## config.mk

```make
export PLATFORM = sky130hd
export DESIGN_NAME = mii_frame_scheduler_flat
export DESIGN_NICKNAME = d
export VERILOG_FILES = /design/src/rtl/mii_frame_scheduler_if.sv /design/src/rtl/mii_frame_scheduler.sv /design/src/flat_wrapper.sv
export SDC_FILE = /design/constraint.sdc
export NUM_CORES = 1
export LEC_CHECK = 0
export CORE_MARGIN = 4
export CORE_UTILIZATION = 44
export CTS_CLUSTER_SIZE = 28
export DETAILED_ROUTE_END_ITERATION = 7
export PLACE_DENSITY = 0.88
export SYNTH_ARGS = -nofsm -noshare
export SYNTH_HDL_FRONTEND = slang
export SYNTH_SLANG_ARGS = --single-unit
```

## constraint.sdc

```tcl
create_clock -name clk -period 2.83 [get_ports clk]
set_clock_uncertainty 0.2 [all_clocks]
set_input_delay 0.283 -clock clk [delete_from_list [all_inputs] [get_ports clk]]
set_output_delay 0.283 -clock clk [all_outputs]
set_load 0.005 [all_outputs]
```

## src/rtl/mii_frame_scheduler_if.sv

```systemverilog
// ---------------------------------------------------------------------------
// mii_frame_scheduler_if
//
// Purpose: groups the signals exchanged between the frame scheduler and the
// 64-bit MII frame generator.
//
// Signals:
//   i_gen_tx_data  [DATA_WIDTH] generator o_tx_data (generator -> scheduler)
//   i_gen_tx_ctrl  [CTRL_WIDTH] generator o_tx_ctrl (generator -> scheduler)
//   o_start        [1]          start pulse         (scheduler -> generator)
//   o_interrupt    [8]          interrupt code      (scheduler -> generator)
//
// Modports:
//   master : scheduler side
//   slave  : generator side
// ---------------------------------------------------------------------------
interface mii_frame_scheduler_if #(
    parameter int DATA_WIDTH = 64,
    parameter int CTRL_WIDTH = DATA_WIDTH / 8
);
    logic [DATA_WIDTH-1:0] i_gen_tx_data;
    logic [CTRL_WIDTH-1:0] i_gen_tx_ctrl;
    logic                  o_start;
    logic [7:0]            o_interrupt;

    modport master (
        input  i_gen_tx_data,
        input  i_gen_tx_ctrl,
        output o_start,
        output o_interrupt
    );

    modport slave (
        output i_gen_tx_data,
        output i_gen_tx_ctrl,
        input  o_start,
        input  o_interrupt
    );
endinterface

```

## src/rtl/mii_frame_scheduler.sv

```systemverilog
// ---------------------------------------------------------------------------
// mii_frame_scheduler
//
// Purpose: sequences the 64-bit MII frame generator. Issues single-cycle
// start pulses with a per-frame interrupt code, detects end-of-frame from the
// generator's terminate block, inserts a programmable inter-frame gap and
// stops after a programmed number of frames (or runs continuously).
//
// Ports:
//   clk            clock, rising edge
//   i_rst          synchronous active-high reset
//   i_enable       run request (level)
//   i_frame_count  frames per run, 0 = continuous
//   i_gap_cycles   idle cycles between terminate and next start
//   i_err_mode     interrupt code used for errored frames
//   i_err_period   every Nth frame is errored, 0 = never
//   bus            generator link (tx data/ctrl in, start/interrupt out)
//   o_busy         high in START, WAIT_EOF and GAP
//   o_done         run complete (normally or by watchdog)
//   o_timeout      sticky: run aborted by the watchdog
//   o_frames_sent  terminates detected in the current run
//
// Build option:
//   MII_FRAME_SCHED_TIMEOUT_EN  when defined, a watchdog aborts WAIT_EOF after
//                               FRAME_TIMEOUT cycles; otherwise o_timeout is 0
//                               and WAIT_EOF waits indefinitely.
// ---------------------------------------------------------------------------
module mii_frame_scheduler #(
    parameter int         DATA_WIDTH     = 64,
    parameter int         CTRL_WIDTH     = DATA_WIDTH / 8,
    parameter logic [7:0] TERMINATE_CODE = 8'hFD,
    parameter int         CNT_WIDTH      = 16,
    parameter int         GAP_WIDTH      = 8,
    parameter int         FRAME_TIMEOUT  = 128
) (
    input  logic                 clk,
    input  logic                 i_rst,
    input  logic                 i_enable,
    input  logic [CNT_WIDTH-1:0] i_frame_count,
    input  logic [GAP_WIDTH-1:0] i_gap_cycles,
    input  logic [7:0]           i_err_mode,
    input  logic [7:0]           i_err_period,
    mii_frame_scheduler_if.master bus,
    output logic                 o_busy,
    output logic                 o_done,
    output logic                 o_timeout,
    output logic [CNT_WIDTH-1:0] o_frames_sent
);

    typedef enum logic [2:0] {
        S_IDLE,
        S_START,
        S_WAIT_EOF,
        S_GAP,
        S_DONE
    } state_t;

    state_t               state_reg;
    logic [CNT_WIDTH-1:0] frame_count_reg;
    logic [GAP_WIDTH-1:0] gap_reg;
    logic [GAP_WIDTH-1:0] gap_cnt_reg;
    logic [7:0]           err_mode_reg;
    logic [7:0]           err_period_reg;
    logic [7:0]           err_cnt_reg;
    logic [7:0]           interrupt_reg;
    logic [CNT_WIDTH-1:0] frames_sent_reg;

    // Interrupt code and countdown for the frame about to start. The code is
    // registered on the transition into START so it is valid during the
    // start pulse. Leaving IDLE the run settings are being latched in the
    // same cycle, so they are taken straight from the inputs.
    logic [7:0]           sel_period;
    logic [7:0]           sel_mode;
    logic [7:0]           sel_cnt;
    logic [7:0]           interrupt_next;
    logic [7:0]           err_cnt_next;
    logic                 term_match;
    logic [CNT_WIDTH-1:0] frames_sent_next;

    always_comb begin
        sel_period = err_period_reg;
        sel_mode   = err_mode_reg;
        sel_cnt    = err_cnt_reg;
        if (state_reg == S_IDLE) begin
            sel_period = i_err_period;
            sel_mode   = i_err_mode;
            sel_cnt    = i_err_period;
        end
        interrupt_next = 8'h00;
        if (sel_period != 8'd0 && sel_cnt == 8'd1) begin
            interrupt_next = sel_mode;
        end
        err_cnt_next = (sel_cnt == 8'd1) ? sel_period : sel_cnt - 8'd1;

        term_match = (bus.i_gen_tx_ctrl == CTRL_WIDTH'(1)) &&
                     (bus.i_gen_tx_data[DATA_WIDTH-1 -: 8] == TERMINATE_CODE);
        frames_sent_next = frames_sent_reg + CNT_WIDTH'(1);
    end

    // Only the top byte of the data bus carries the terminate character.
    logic unused_data;
    assign unused_data = ^bus.i_gen_tx_data[DATA_WIDTH-9:0];

`ifdef MII_FRAME_SCHED_TIMEOUT_EN
    localparam int WD_WIDTH = $clog2(FRAME_TIMEOUT + 1);
    logic [WD_WIDTH-1:0] wd_cnt_reg;
    logic                timeout_reg;
`else
    logic [31:0] unused_timeout;
    assign unused_timeout = 32'(FRAME_TIMEOUT);
`endif

    always_ff @(posedge clk) begin
        if (i_rst) begin
            state_reg       <= S_IDLE;
            frame_count_reg <= '0;
            gap_reg         <= '0;
            gap_cnt_reg     <= '0;
            err_mode_reg    <= 8'h00;
            err_period_reg  <= 8'h00;
            err_cnt_reg     <= 8'h00;
            interrupt_reg   <= 8'h00;
            frames_sent_reg <= '0;
`ifdef MII_FRAME_SCHED_TIMEOUT_EN
            wd_cnt_reg      <= '0;
            timeout_reg     <= 1'b0;
`endif
        end else begin
            case (state_reg)
                S_IDLE: begin
                    if (i_enable) begin
                        frame_count_reg <= i_frame_count;
                        gap_reg         <= i_gap_cycles;
                        err_mode_reg    <= i_err_mode;
                        err_period_reg  <= i_err_period;
                        frames_sent_reg <= '0;
                        interrupt_reg   <= interrupt_next;
                        err_cnt_reg     <= err_cnt_next;
`ifdef MII_FRAME_SCHED_TIMEOUT_EN
                        timeout_reg     <= 1'b0;
`endif
                        state_reg       <= S_START;
                    end
                end

                S_START: begin
`ifdef MII_FRAME_SCHED_TIMEOUT_EN
                    wd_cnt_reg <= '0;
`endif
                    state_reg <= S_WAIT_EOF;
                end

                S_WAIT_EOF: begin
                    if (term_match) begin
                        frames_sent_reg <= frames_sent_next;
                        if (frame_count_reg != '0 && frames_sent_next == frame_count_reg) begin
                            state_reg <= S_DONE;
                        end else if (!i_enable) begin
                            // Graceful stop: the frame in flight has completed.
                            state_reg <= S_IDLE;
                        end else if (gap_reg == '0) begin
                            interrupt_reg <= interrupt_next;
                            err_cnt_reg   <= err_cnt_next;
                            state_reg     <= S_START;
                        end else begin
                            gap_cnt_reg <= gap_reg;
                            state_reg   <= S_GAP;
                        end
                    end
`ifdef MII_FRAME_SCHED_TIMEOUT_EN
                    else if (wd_cnt_reg == WD_WIDTH'(FRAME_TIMEOUT - 1)) begin
                        timeout_reg <= 1'b1;
                        state_reg   <= S_DONE;
                    end else begin
                        wd_cnt_reg <= wd_cnt_reg + WD_WIDTH'(1);
                    end
`endif
                end

                S_GAP: begin
                    // GAP is entered with the counter at gap, so the state
                    // lasts exactly gap cycles before the next start.
                    if (gap_cnt_reg == GAP_WIDTH'(1)) begin
                        if (i_enable) begin
                            interrupt_reg <= interrupt_next;
                            err_cnt_reg   <= err_cnt_next;
                            state_reg     <= S_START;
                        end else begin
                            state_reg <= S_IDLE;
                        end
                    end else begin
                        gap_cnt_reg <= gap_cnt_reg - GAP_WIDTH'(1);
                    end
                end

                S_DONE: begin
                    if (!i_enable) begin
                        state_reg <= S_IDLE;
                    end
                end

                default: state_reg <= S_IDLE;
            endcase
        end
    end

    assign bus.o_start     = (state_reg == S_START);
    assign bus.o_interrupt = interrupt_reg;
    assign o_busy          = (state_reg == S_START) || (state_reg == S_WAIT_EOF) ||
                             (state_reg == S_GAP);
    assign o_done          = (state_reg == S_DONE);
    assign o_frames_sent   = frames_sent_reg;
`ifdef MII_FRAME_SCHED_TIMEOUT_EN
    assign o_timeout       = timeout_reg;
`else
    assign o_timeout       = 1'b0;
`endif

endmodule

```

## src/flat_wrapper.sv

```systemverilog
// flat-port wrapper written by rule: the top's interface ports become plain ports
module mii_frame_scheduler_flat 
#(
    parameter int         DATA_WIDTH     = 64,
    parameter int         CTRL_WIDTH     = DATA_WIDTH / 8,
    parameter logic [7:0] TERMINATE_CODE = 8'hFD,
    parameter int         CNT_WIDTH      = 16,
    parameter int         GAP_WIDTH      = 8,
    parameter int         FRAME_TIMEOUT  = 128
)
  (clk, i_rst, i_enable, i_frame_count, i_gap_cycles, i_err_mode, i_err_period, o_busy, o_done, o_timeout, o_frames_sent, bus_i_gen_tx_data, bus_i_gen_tx_ctrl, bus_o_start, bus_o_interrupt);
  mii_frame_scheduler_if #(.DATA_WIDTH(DATA_WIDTH), .CTRL_WIDTH(CTRL_WIDTH)) bus_i ();
  input  logic clk;
  input  logic i_rst;
  input  logic i_enable;
  input  logic [CNT_WIDTH-1:0] i_frame_count;
  input  logic [GAP_WIDTH-1:0] i_gap_cycles;
  input  logic [7:0] i_err_mode;
  input  logic [7:0] i_err_period;
  output logic o_busy;
  output logic o_done;
  output logic o_timeout;
  output logic [CNT_WIDTH-1:0] o_frames_sent;
  input wire logic [$bits(bus_i.i_gen_tx_data)-1:0] bus_i_gen_tx_data;
  input wire logic [$bits(bus_i.i_gen_tx_ctrl)-1:0] bus_i_gen_tx_ctrl;
  output wire logic [$bits(bus_i.o_start)-1:0] bus_o_start;
  output wire logic [$bits(bus_i.o_interrupt)-1:0] bus_o_interrupt;
  assign bus_i.i_gen_tx_data = bus_i_gen_tx_data;
  assign bus_i.i_gen_tx_ctrl = bus_i_gen_tx_ctrl;
  assign bus_o_start = bus_i.o_start;
  assign bus_o_interrupt = bus_i.o_interrupt;
  mii_frame_scheduler #(.DATA_WIDTH(DATA_WIDTH), .CTRL_WIDTH(CTRL_WIDTH), .TERMINATE_CODE(TERMINATE_CODE), .CNT_WIDTH(CNT_WIDTH), .GAP_WIDTH(GAP_WIDTH), .FRAME_TIMEOUT(FRAME_TIMEOUT)) u_core (.clk(clk), .i_rst(i_rst), .i_enable(i_enable), .i_frame_count(i_frame_count), .i_gap_cycles(i_gap_cycles), .i_err_mode(i_err_mode), .i_err_period(i_err_period), .bus(bus_i), .o_busy(o_busy), .o_done(o_done), .o_timeout(o_timeout), .o_frames_sent(o_frames_sent));
endmodule
```

==> results of run 1 <==
-- synth_stat cells, types with 4 or more instances --
master,number,share of area (%)
nand2_1,137,10
dfxtp_1,83,33
a21oi_1,76,7.7
nor2_1,39,2.9
clkbuf_1,29,2.2
xnor2_1,28,4.9
o21ai_0,27,2.7
nor4_1,15,1.9
nand3_1,14,1.4
nor3_1,13,1.3
nor2b_1,12,1.5
nand3b_1,11,1.7
xor2_1,9,1.6
mux2_2,8,1.8
inv_1,7,0.53
mux2i_1,7,1.4
nand4_1,7,0.88
a211oi_1,6,0.91
a22oi_1,6,0.91
and2_1,6,0.76
buf_4,6,0.91
a31oi_1,5,0.63
ha_1,5,1.3
mux2_4,5,1.5
o211ai_1,5,0.76
a32o_1,4,0.81
buf_2,4,0.40
-- path summary, 6_finish.rpt --
| check | startpoint | slack [ns] | to | cells after the start |
|---|---|---|---|---|
| max | u_core.o_frames_sent[6]$_SDFFE_PP0P_ | 0.07 | u_core.bus.o_interrupt[7]$_SDFFE_PP0P_ | 8 |
| max reg2reg | u_core.o_frames_sent[6]$_SDFFE_PP0P_ | 0.07 | u_core.bus.o_interrupt[7]$_SDFFE_PP0P_ | 8 |
| min reg2reg | u_core.err_mode_reg[5]$_SDFFE_PP0P_ | 0.26 | u_core.err_mode_reg[5]$_SDFFE_PP0P_ | 2 |
| min | u_core.err_mode_reg[5]$_SDFFE_PP0P_ | 0.26 | u_core.err_mode_reg[5]$_SDFFE_PP0P_ | 2 |
-- power by group --
group | total, mW | switching [mW] | leakage (nW) | internal, mW
sequential | 1.30 | 0.0679 | 0.678 | 1.24
clock | 1.29 | 0.490 | 0.160 | 0.802
combinational | 0.765 | 0.388 | 1.73 | 0.377
-- layout make-up --
class / count / area [um2] / share of cell area [%]
Multi-Input combinational cell: 507 / 3160 / 46.7
Sequential cell: 83 / 1670 / 24.7
Inverter: 7 / 26.3 / 0.388
Timing Repair Buffer: 156 / 1400 / 20.8
Tap cell: 140 / 175 / 2.59
Clock buffer: 11 / 243 / 3.59
Clock inverter: 5 / 86.3 / 1.28
-- metrics by stage --
step / hold slack [ns] / area, um2 / instances / utilization [%] / setup WS (ns)
floorplan: 0.219 / 5020 / 640 / - / 0.00265
global placement: 0.242 / 6360 / 889 / 58.2 / -0.0577
detailed placement: 0.247 / 6360 / 889 / 58.2 / -0.0788
CTS: 0.255 / 6690 / 905 / 61.2 / 0.0156
global route: 0.286 / 6760 / 909 / 61.9 / -0.0399
finish: 0.258 / 6760 / 909 / 61.9 / 0.0724
-- cells by family after synthesis --
family / count (synthesis) / share of synthesized area, %
simple gates: 289 / 29.6
compound gates: 155 / 19.6
flops: 83 / 33.4
buf+inv: 50 / 4.81
xor+xnor: 37 / 6.52
mux: 20 / 4.73
fa+ha+maj: 5 / 1.26
other cells: 1 / 0.0755
-- routing by layer --
| layer | global-route usage (%) | vias up | part of all wire [%] |
|---|---|---|---|
| met3 | 4.55 | 30 | 6.6 |
| li1 | - | 2509 | - |
| met1 | 26.8 | 2401 | 42 |
| met4 | 7.21 | 0 | 1.9 |
| met5 | 0 | - | 0 |
| met2 | 37.9 | 198 | 49 |
-- tightest hold or removal path, delay by kind of cell (launching register included) --
family          cells  cell delay (ns)
compound gates      1             0.05
flops               1             0.31
simple gates        1             0.05
-- repair_timing --
item / 4_1_cts / 5_1_grt
endpoints found under the setup margin: 0 / 12
gates resized for setup: 0 / 9
hold buffers: 0 / 0
buffers inserted: 0 / 4
==> results.json, run 1 <==
{
  "routed-via-count": 5138,
  "peakVddDrop_v": 0.000279,
  "cp_cell_sequence": "nand3_4 > nor4_4 > mux2_2 > o32ai_4 > nand4_4 > a21oi_4 > buf_12 > mux2_2",
  "grt_overflow_total": 0,
  "num_antenna_cells": 0,
  "cp-end-kind": "register",
  "ys_ff_latch": 83,
  "ys_seq_area_share_pct": 33.4,
  "numCtsBuffers": 9,
  "clk_pin_slew_worst_paths_ns": 0.06,
  "initial_core_util_pct": 45.4,
  "vias_per_cell": 5.65,
  "drt_iter0_markers": 337,
  "cts_tree": "done",
  "fillCellCount": 877,
  "run_status": "finished, final reports clean",
  "syn_area_per_cell_um2": 7.77,
  "design.portCount": 143,
  "nets": 884,
  "crit_path_max_fanout": 10,
  "detail_route.first_pass.iterations": 6,
  "ys.flop_type": "dfxtp_1",
  "setup.worst_path.start_class": "register",
  "yosys_warnings": 0,
  "drive_gt1_share_pct": 17.4,
  "post-route-min-period_ns": 2.76,
  "coreArea_mm2": 0.0109,
  "dpl.hpwl_mm": 10.0,
  "min_period_over_period_pct": 97.4,
  "crit_top_cell": "mux2_2",
  "grt_use_total_pct": 21.8,
  "antenna_found_initial": 0,
  "place_congestion": 0.933,
  "chipHeight_um": 114,
  "synth_area_mm2": 0.00497,
  "cp_slowest_cell": "dfxtp_1",
  "clock_sinks": 83,
  "layout_common_cells": "nand2_1, clkdlybuf4s50_1, dfxtp_1",
  "mappedNetlistNets": 760,
  "worst_pin_slew_ns": 0.986,
  "wl_per_cell_um": 15.7,
  "required_ns": 2.85,
  "cap_violations": 0,
  "postRouteAntennaNets": 0,
  "max-slew-margin-rel_pct": 34.0,
  "synth_cell_types": 70,
  "final_common_cell": "nand2_1",
  "cp_top_family": "multiplexers",
  "drv_slew": 0,
  "synth_edf_count": 0,
  "cts-root-buf": "clkbuf_16",
  "timing.critical_path.buf_inv": 1,
  "h-tree-depth": 3,
  "grt_first_pass_wirelength_mm": 23.4,
  "fmax_ghz": 0.363,
  "hold_path.class": "register to register",
  "port_buffers": 85,
  "cpPeakStageDelay_ns": 0.39,
  "syn_inst": 640,
  "power_density_mw_per_mm2": 497,
  "critical_path_class": "register to register",
  "clk_latency_ns": 0.34,
  "tns_ns": 0,
  "dieWidth_um": 114,
  "dieArea_mm2": 0.0131,
  "row_count": 38,
  "drt_wl_total_mm": 14.3,
  "setup_viol": 0,
  "cts.path.max_buffers": 2,
  "drc": 0,
  "grt_max_degree": 80,
  "grt_pass1_vias": 4996,
  "leakagePower_nw": 2.57,
  "final_hold_viol_count": 0,
  "syn_to_final_growth_pct": 36.1,
  "finalPower_mw": 3.36,
  "arrival_ns": 2.78,
  "synthArstFlopShare_pct": 0
}
Note: power is estimated with default switching activity, not from simulation.
==> run 2, diff against run 1 <==
Settings changed: HOLD_SLACK_MARGIN set to 0.15.
==> results of run 2 <==
No change in the layout: final DEF, timing and power equal those of run 1.
